### src/rtl/multi_sad_comparator_if.sv
// Beat/result bundle for multi_sad_comparator.
// The master drives candidate beats and control; the slave is the comparator itself.
interface multi_sad_comparator_if #(
    parameter int SAD_W = 16,
    parameter int MV_W  = 6,
    parameter int LANES = 4,
    parameter int CNT_W = 12
);
    logic                   start;
    logic                   in_valid;
    logic                   in_last;
    logic [LANES-1:0]       lane_mask;
    logic [LANES*SAD_W-1:0] sad_i;
    logic [LANES*MV_W-1:0]  mv_x_i;
    logic [LANES*MV_W-1:0]  mv_y_i;
    logic [SAD_W-1:0]       thresh;
    logic [SAD_W-1:0]       min_sad;
    logic [MV_W-1:0]        mv_x;
    logic [MV_W-1:0]        mv_y;
    logic                   best_valid;
    logic [CNT_W-1:0]       beat_cnt;
    logic                   busy;
    logic                   done;
    logic                   early_hit;

    modport master (
        output start, in_valid, in_last, lane_mask, sad_i, mv_x_i, mv_y_i, thresh,
        input  min_sad, mv_x, mv_y, best_valid, beat_cnt, busy, done, early_hit
    );

    modport slave (
        input  start, in_valid, in_last, lane_mask, sad_i, mv_x_i, mv_y_i, thresh,
        output min_sad, mv_x, mv_y, best_valid, beat_cnt, busy, done, early_hit
    );
endinterface

### src/rtl/multi_sad_comparator.sv
// Multi-lane SAD minimum search: input register, registered lane min-tree, running minimum.
// Optional threshold early termination is enabled by defining SAD_EARLY_TERM_EN.
module multi_sad_comparator #(
    parameter int SAD_W = 16,
    parameter int MV_W  = 6,
    parameter int LANES = 4,
    parameter int CNT_W = 12
) (
    input  logic                 clk,
    input  logic                 rst,
    multi_sad_comparator_if.slave bus
);
    localparam int NP    = 1 << $clog2(LANES);
    localparam int NODES = 2 * NP - 1;
    localparam logic [SAD_W-1:0] SAD_MAX = '1;

    typedef enum logic [1:0] {IDLE, RUN, DRAIN, HOLD} state_t;
    state_t state_reg, state_next;

    logic                   s0_valid_reg, s0_last_reg;
    logic [LANES-1:0]       s0_mask_reg;
    logic [LANES*SAD_W-1:0] s0_sad_reg;
    logic [LANES*MV_W-1:0]  s0_mvx_reg, s0_mvy_reg;

    logic                   s1_valid_reg, s1_last_reg, s1_any_reg;
    logic [SAD_W-1:0]       s1_sad_reg;
    logic [MV_W-1:0]        s1_mvx_reg, s1_mvy_reg;

    logic [SAD_W-1:0]       min_sad_reg;
    logic [MV_W-1:0]        mv_x_reg, mv_y_reg;
    logic                   best_valid_reg, done_reg, early_hit_reg;
    logic [CNT_W-1:0]       beat_cnt_reg;

    logic accept, upd_en, improve, early_fire, drain_done, done_next;

    // Heap-ordered min tree: leaves NP-1.. hold lanes left to right, node 0 is the root.
    logic             node_ok  [NODES];
    logic [SAD_W-1:0] node_sad [NODES];
    logic [MV_W-1:0]  node_mvx [NODES];
    logic [MV_W-1:0]  node_mvy [NODES];

    genvar gi;
    generate
        for (gi = 0; gi < NP; gi++) begin : g_leaf
            if (gi < LANES) begin : g_lane
                assign node_ok[NP-1+gi]  = s0_mask_reg[gi];
                assign node_sad[NP-1+gi] = s0_sad_reg[gi*SAD_W +: SAD_W];
                assign node_mvx[NP-1+gi] = s0_mvx_reg[gi*MV_W +: MV_W];
                assign node_mvy[NP-1+gi] = s0_mvy_reg[gi*MV_W +: MV_W];
            end else begin : g_pad
                assign node_ok[NP-1+gi]  = 1'b0;
                assign node_sad[NP-1+gi] = SAD_MAX;
                assign node_mvx[NP-1+gi] = '0;
                assign node_mvy[NP-1+gi] = '0;
            end
        end
        for (gi = 0; gi < NP - 1; gi++) begin : g_node
            logic take_left;
            // Left subtree holds lower lanes, so it wins ties.
            assign take_left    = node_ok[2*gi+1] &&
                                  (!node_ok[2*gi+2] || (node_sad[2*gi+1] <= node_sad[2*gi+2]));
            assign node_ok[gi]  = node_ok[2*gi+1] || node_ok[2*gi+2];
            assign node_sad[gi] = take_left ? node_sad[2*gi+1] : node_sad[2*gi+2];
            assign node_mvx[gi] = take_left ? node_mvx[2*gi+1] : node_mvx[2*gi+2];
            assign node_mvy[gi] = take_left ? node_mvy[2*gi+1] : node_mvy[2*gi+2];
        end
    endgenerate

    always_comb begin
        state_next = state_reg;
        early_fire = 1'b0;
        accept     = bus.in_valid && (bus.start || (state_reg == RUN));
        upd_en     = !bus.start && s1_valid_reg && ((state_reg == RUN) || (state_reg == DRAIN));
        improve    = upd_en && s1_any_reg && (s1_sad_reg < min_sad_reg);
`ifdef SAD_EARLY_TERM_EN
        early_fire = improve && (state_reg == RUN) && (s1_sad_reg <= bus.thresh);
`endif
        drain_done = upd_en && s1_last_reg && (state_reg == DRAIN);
        done_next  = drain_done || early_fire;
        if (bus.start) begin
            state_next = (bus.in_valid && bus.in_last) ? DRAIN : RUN;
        end else begin
            case (state_reg)
                IDLE:    state_next = IDLE;
                RUN: begin
                    if (early_fire)
                        state_next = HOLD;
                    else if (accept && bus.in_last)
                        state_next = DRAIN;
                end
                DRAIN:   if (drain_done) state_next = HOLD;
                HOLD:    state_next = HOLD;
                default: state_next = IDLE;
            endcase
        end
    end

`ifndef SAD_EARLY_TERM_EN
    logic unused_thresh;
    assign unused_thresh = ^bus.thresh;
`endif

    always_ff @(posedge clk) begin
        if (rst) begin
            state_reg      <= IDLE;
            s0_valid_reg   <= 1'b0;
            s1_valid_reg   <= 1'b0;
            min_sad_reg    <= SAD_MAX;
            mv_x_reg       <= '0;
            mv_y_reg       <= '0;
            best_valid_reg <= 1'b0;
            beat_cnt_reg   <= '0;
            done_reg       <= 1'b0;
            early_hit_reg  <= 1'b0;
        end else begin
            state_reg    <= state_next;
            done_reg     <= done_next;
            s0_valid_reg <= accept;
            // start drops whatever is already past the input register
            s1_valid_reg <= s0_valid_reg && !bus.start;
            if (bus.start) begin
                min_sad_reg    <= SAD_MAX;
                best_valid_reg <= 1'b0;
                beat_cnt_reg   <= bus.in_valid ? CNT_W'(1) : '0;
                early_hit_reg  <= 1'b0;
            end else begin
                if (improve) begin
                    min_sad_reg <= s1_sad_reg;
                    mv_x_reg    <= s1_mvx_reg;
                    mv_y_reg    <= s1_mvy_reg;
                end
                if (upd_en && s1_any_reg)
                    best_valid_reg <= 1'b1;
                if (accept && (beat_cnt_reg != '1))
                    beat_cnt_reg <= beat_cnt_reg + CNT_W'(1);
                if (early_fire)
                    early_hit_reg <= 1'b1;
            end
        end
    end

    always_ff @(posedge clk) begin
        s0_last_reg <= bus.in_last;
        s0_mask_reg <= bus.lane_mask;
        s0_sad_reg  <= bus.sad_i;
        s0_mvx_reg  <= bus.mv_x_i;
        s0_mvy_reg  <= bus.mv_y_i;
        s1_last_reg <= s0_last_reg;
        s1_any_reg  <= node_ok[0];
        s1_sad_reg  <= node_sad[0];
        s1_mvx_reg  <= node_mvx[0];
        s1_mvy_reg  <= node_mvy[0];
    end

    assign bus.min_sad    = min_sad_reg;
    assign bus.mv_x       = mv_x_reg;
    assign bus.mv_y       = mv_y_reg;
    assign bus.best_valid = best_valid_reg;
    assign bus.beat_cnt   = beat_cnt_reg;
    assign bus.busy       = (state_reg == RUN) || (state_reg == DRAIN);
    assign bus.done       = done_reg;
    assign bus.early_hit  = early_hit_reg;
endmodule

### src/flat_wrapper.sv
// flat-port wrapper written by rule: the top's interface ports become plain ports
module multi_sad_comparator_flat 
#(
    parameter int SAD_W = 16,
    parameter int MV_W  = 6,
    parameter int LANES = 4,
    parameter int CNT_W = 12
)
  (clk, rst, bus_start, bus_in_valid, bus_in_last, bus_lane_mask, bus_sad_i, bus_mv_x_i, bus_mv_y_i, bus_thresh, bus_min_sad, bus_mv_x, bus_mv_y, bus_best_valid, bus_beat_cnt, bus_busy, bus_done, bus_early_hit);
  multi_sad_comparator_if #(.SAD_W(SAD_W), .MV_W(MV_W), .LANES(LANES), .CNT_W(CNT_W)) bus_i ();
  input  logic clk;
  input  logic rst;
  input wire logic [$bits(bus_i.start)-1:0] bus_start;
  input wire logic [$bits(bus_i.in_valid)-1:0] bus_in_valid;
  input wire logic [$bits(bus_i.in_last)-1:0] bus_in_last;
  input wire logic [$bits(bus_i.lane_mask)-1:0] bus_lane_mask;
  input wire logic [$bits(bus_i.sad_i)-1:0] bus_sad_i;
  input wire logic [$bits(bus_i.mv_x_i)-1:0] bus_mv_x_i;
  input wire logic [$bits(bus_i.mv_y_i)-1:0] bus_mv_y_i;
  input wire logic [$bits(bus_i.thresh)-1:0] bus_thresh;
  output wire logic [$bits(bus_i.min_sad)-1:0] bus_min_sad;
  output wire logic [$bits(bus_i.mv_x)-1:0] bus_mv_x;
  output wire logic [$bits(bus_i.mv_y)-1:0] bus_mv_y;
  output wire logic [$bits(bus_i.best_valid)-1:0] bus_best_valid;
  output wire logic [$bits(bus_i.beat_cnt)-1:0] bus_beat_cnt;
  output wire logic [$bits(bus_i.busy)-1:0] bus_busy;
  output wire logic [$bits(bus_i.done)-1:0] bus_done;
  output wire logic [$bits(bus_i.early_hit)-1:0] bus_early_hit;
  assign bus_i.start = bus_start;
  assign bus_i.in_valid = bus_in_valid;
  assign bus_i.in_last = bus_in_last;
  assign bus_i.lane_mask = bus_lane_mask;
  assign bus_i.sad_i = bus_sad_i;
  assign bus_i.mv_x_i = bus_mv_x_i;
  assign bus_i.mv_y_i = bus_mv_y_i;
  assign bus_i.thresh = bus_thresh;
  assign bus_min_sad = bus_i.min_sad;
  assign bus_mv_x = bus_i.mv_x;
  assign bus_mv_y = bus_i.mv_y;
  assign bus_best_valid = bus_i.best_valid;
  assign bus_beat_cnt = bus_i.beat_cnt;
  assign bus_busy = bus_i.busy;
  assign bus_done = bus_i.done;
  assign bus_early_hit = bus_i.early_hit;
  multi_sad_comparator #(.SAD_W(SAD_W), .MV_W(MV_W), .LANES(LANES), .CNT_W(CNT_W)) u_core (.clk(clk), .rst(rst), .bus(bus_i));
endmodule
### config.mk
export PLATFORM = sky130hd
export DESIGN_NAME = multi_sad_comparator_flat
export DESIGN_NICKNAME = d
export VERILOG_FILES = /design/src/rtl/multi_sad_comparator_if.sv /design/src/rtl/multi_sad_comparator.sv /design/src/flat_wrapper.sv
export SDC_FILE = /design/constraint.sdc
export NUM_CORES = 1
export LEC_CHECK = 0
export ABC_AREA = 1
export CAP_MARGIN = 20
export CORE_ASPECT_RATIO = 1.4
export CORE_MARGIN = 2
export CORE_UTILIZATION = 27
export CTS_CLUSTER_DIAMETER = 60
export DETAILED_ROUTE_END_ITERATION = 10
export SLEW_MARGIN = 20
export SYNTH_ARGS = -nofsm -noshare
export SYNTH_HDL_FRONTEND = slang
export SYNTH_SLANG_ARGS = --single-unit
### constraint.sdc
create_clock -name clk -period 4.25 [get_ports clk]
set_clock_uncertainty 0.1 [all_clocks]
set_input_delay 1.0625 -clock clk [delete_from_list [all_inputs] [get_ports clk]]
set_output_delay 1.0625 -clock clk [all_outputs]
set_load 0.1 [all_outputs]
==> flow_summary.ini <==
[worst_setup_path]
cp.arrival_ps = 4020
cpMaxStageDelayCell = ha_1
crit_fanout = 28
worstSetupPathType = flip-flop to flip-flop
r2r_slack_ps = 510
cp_cell_sequence = inv_1 -> ha_1 -> a21oi_1 -> nand2_1 -> a21oi_1 -> nand2_1 -> nand2_4 -> buf_4 -> nand3_1 -> and2_1 -> ha_1 -> nand2_1 -> o21bai_1 -> a21oi_1 -> nor2_1 -> nand2_2 -> nand2_2 -> nand2_4 -> nand3_1 -> nand2_1
cp-end-kind = flip-flop
worst_ep_required_time_ps = 4530
r2r-start = u_core.s0_sad_reg[27]
worstSetupStartpoint = u_core.s0_sad_reg[27]
crit_top_cell = nand2_1
setup.worst_path.start_class = flip-flop
cp-endpoint = u_core.s1_mvx_reg[3]
timing.rr.end = u_core.s1_mvx_reg[3]
rr_worst_depth = 20
slowest_delay_ps = 330

[clock_tree]
cts-root-buf = clkbuf_16
cts_tree = built
clkSinkCount = 193
cts_resized = 0
clock_path_buffers = 2
post_cts_buffers = 0
clock_latency_ps = 450
path_clk_slew_ps = 70
cts_max_level = 4
postCtsHoldBufs = 0
cts_inserted_buffers = 17

[power_and_ir_drop]
power_mw = 4.33
p_leak_nw = 5.37
ir_drop_mv = 0.219
power_density_mw_per_mm2 = 393

[sta]
finalHoldViolations = 0
hold_slack_ps = 229
rsz0062_at_grt = false
tightest_slew_ps = 1030
max_freq_ghz = 0.267
slew-limit-headroom_pct = 31.2
min_period_over_period_pct = 88.0
period_needed_ps = 3740
slew_viol_final = 0
totalNegativeSetupSlack_ps = 0
setup_violations = 0
fin_ws_ps = 510

[grt]
grt_pass1_vias = 6430
grt_overflow_total = 0
grtUsageTotal_pct = 13.0
grt_first_pass_wirelength_um = 33100
antenna_found_initial = 2
grt_max_degree = 30

[synthesis]
syn_inst = 1012
synth_compound_area_share_pct = 4.58
synth_edf_count = 0
synth_xor_area_share_pct = 0.514
synth_nets = 1217
synth-seq-cells = 193
synth_area_sq_mm = 0.00851
synthMuxAreaShare_pct = 0
ys_async_sr_fraction_pct = 0
synth_top_family_by_area = simple AND/OR/NAND/NOR gates
ys.flop_type = dfxtp_1
synthSimpleGateAreaFrac_pct = 29.0
yosysSeqAreaShare_pct = 45.4
yosysUniqueCellTypes = 38
avgSynthCellArea_sq_um = 8.41
yosysWarningCount = 0
synthAdderAreaFrac_pct = 9.99

[detailed_routing]
first_pass_iters = 4
wirelength_um = 21000
vias = 6654
via_per_inst = 4.23
wire_per_inst_um = 13.4
ant_nets = 0
first_iter_violations = 320
post-route-drc-count = 0

[job]
maxCapViolCount = 0

[hold_path]
hold_path.class = flip-flop to flip-flop
worstHoldStart = u_core.s0_last_reg

[run_status]
outcome = completed

[finish]
drive_gt1_share_pct = 9.07
n_fill_cell = 3148
syn2layout_area_growth_pct = 29.4
nets = 1372
stdcell_count = 1573
largest_reg_flops = 64
fin_util_pct = 35.6
final_area_sq_mm = 0.0110

[placement]
dp_cells = 1538
dpl.hpwl_um = 16900
place_ws_ps = 530
place_congestion = 0.815
portBuffers = 163
placed_area_sq_mm = 0.0104

[floorplanning]
rows = 76
start_util_pct = 27.6
die_area_sq_mm = 0.0330
io_pins = 181
die_h_um = 214
dieWidth_um = 154
core_area_sq_mm = 0.0309
## cell usage after synthesis (6+ instances only)
cell      number  area share [%]
clkbuf_1       7            0.31
nand4_1       32             2.4
nand2_1      248              11
a21oi_1       38             2.2
dfxtp_1      193              45
o21ai_0        9            0.53
buf_4          7            0.62
nand3b_1       8            0.71
nand3_1       81             4.8
nand3b_4       8             1.9
inv_1        155             6.8
nand3_2       31             3.6
ha_1          68              10
o21a_1         6            0.53
and2_1        16             1.2
buf_2         12            0.71
nor2_1        38             1.7
## routing by layer
layer | vias up | track usage [%] | part of all wire (%)
met5 | - | 0 | 0
met3 | 25 | 2.97 | 4.4
met2 | 157 | 23.2 | 51
met1 | 2950 | 14.5 | 42
li1 | 3522 | - | -
met4 | 0 | 6.04 | 2.6
## layout make-up
cell class / count / area, sq um / share of cell area [%]
flip-flops and latches: 193 / 3870 / 35.1
multi-input cells: 623 / 3760 / 34.1
repair buffers: 173 / 1700 / 15.5
inverters: 159 / 597 / 5.42
well taps: 390 / 488 / 4.43
clock buffers: 19 / 443 / 4.02
clock inverters: 13 / 151 / 1.37
diodes: 3 / 7.51 / 0.0682
## where the power goes
group          internal [mW]  switching, mW
clock network          0.894          0.733
logic                  0.298          0.397
registers               1.94         0.0678
## worst max-delay path: cells and delay by family, from the launching register on
family          cells  cell delay [ps]
fa+ha+maj           2              630
simple gates       12             1630
compound gates      4              680
flops               1              310
buf+inv             2              290
## kinds of logic (layout without fill, tap and decap cells)
| family | after synthesis | count (layout) |
|---|---|---|
| AND/OR/NAND/NOR | 481 | 481 |
| buffers and inverters | 196 | 364 |
| flip-flops | 193 | 193 |
| adder cells (fa/ha/maj) | 68 | 68 |
| AO/OA/AOI/OAI | 68 | 68 |
| XOR/XNOR | 5 | 5 |
| other | 1 | 4 |
## cell usage in the layout (no fill, tap or decap), types with 2 or more instances in the layout
| cell | synthesis | final |
|---|---|---|
| clkinvlp_4 | 0 | 5 |
| nand2_1 | 248 | 248 |
| inv_8 | 0 | 2 |
| clkbuf_16 | 0 | 17 |
| clkdlybuf4s50_1 | 0 | 162 |
| nand4_1 | 32 | 32 |
| nand3_1 | 81 | 81 |
| nor2_2 | 4 | 4 |
| nand2_4 | 5 | 5 |
| inv_1 | 155 | 155 |
| inv_2 | 4 | 4 |
| nor2_1 | 38 | 38 |
| ha_1 | 68 | 68 |
| nand3b_1 | 8 | 8 |
| a21oi_1 | 38 | 37 |
| o21a_1 | 6 | 6 |
| buf_4 | 7 | 11 |
| o21ai_1 | 5 | 5 |
| and2_1 | 16 | 16 |
| o21bai_1 | 2 | 2 |
| nand2_2 | 3 | 3 |
| diode_2 | 0 | 3 |
| nor3_1 | 3 | 3 |
| dfxtp_2 | 0 | 2 |
| inv_6 | 0 | 3 |
| bufinv_16 | 0 | 2 |
| a21oi_2 | 1 | 2 |
| a211oi_1 | 2 | 2 |
| nor3_2 | 3 | 3 |
| nand3_2 | 31 | 31 |
| o21ai_0 | 9 | 9 |
| xor2_1 | 5 | 5 |
| dfxtp_1 | 193 | 191 |
| nand3b_4 | 8 | 8 |
## how the worst min path moves through the flow
| stage | endpoint | slack (ps) | cells past startpoint |
|---|---|---|---|
| global placement | u_core.s1_last_reg | 210 | 0 |
| finish | u_core.s1_last_reg | 230 | 0 |
| detailed placement | u_core.s1_last_reg | 220 | 0 |
| floorplan | u_core.s1_last_reg | 210 | 0 |
| global route | u_core.s1_last_reg | 240 | 0 |
| CTS | u_core.s1_last_reg | 230 | 0 |
Note: power is estimated with default switching activity, not from simulation.
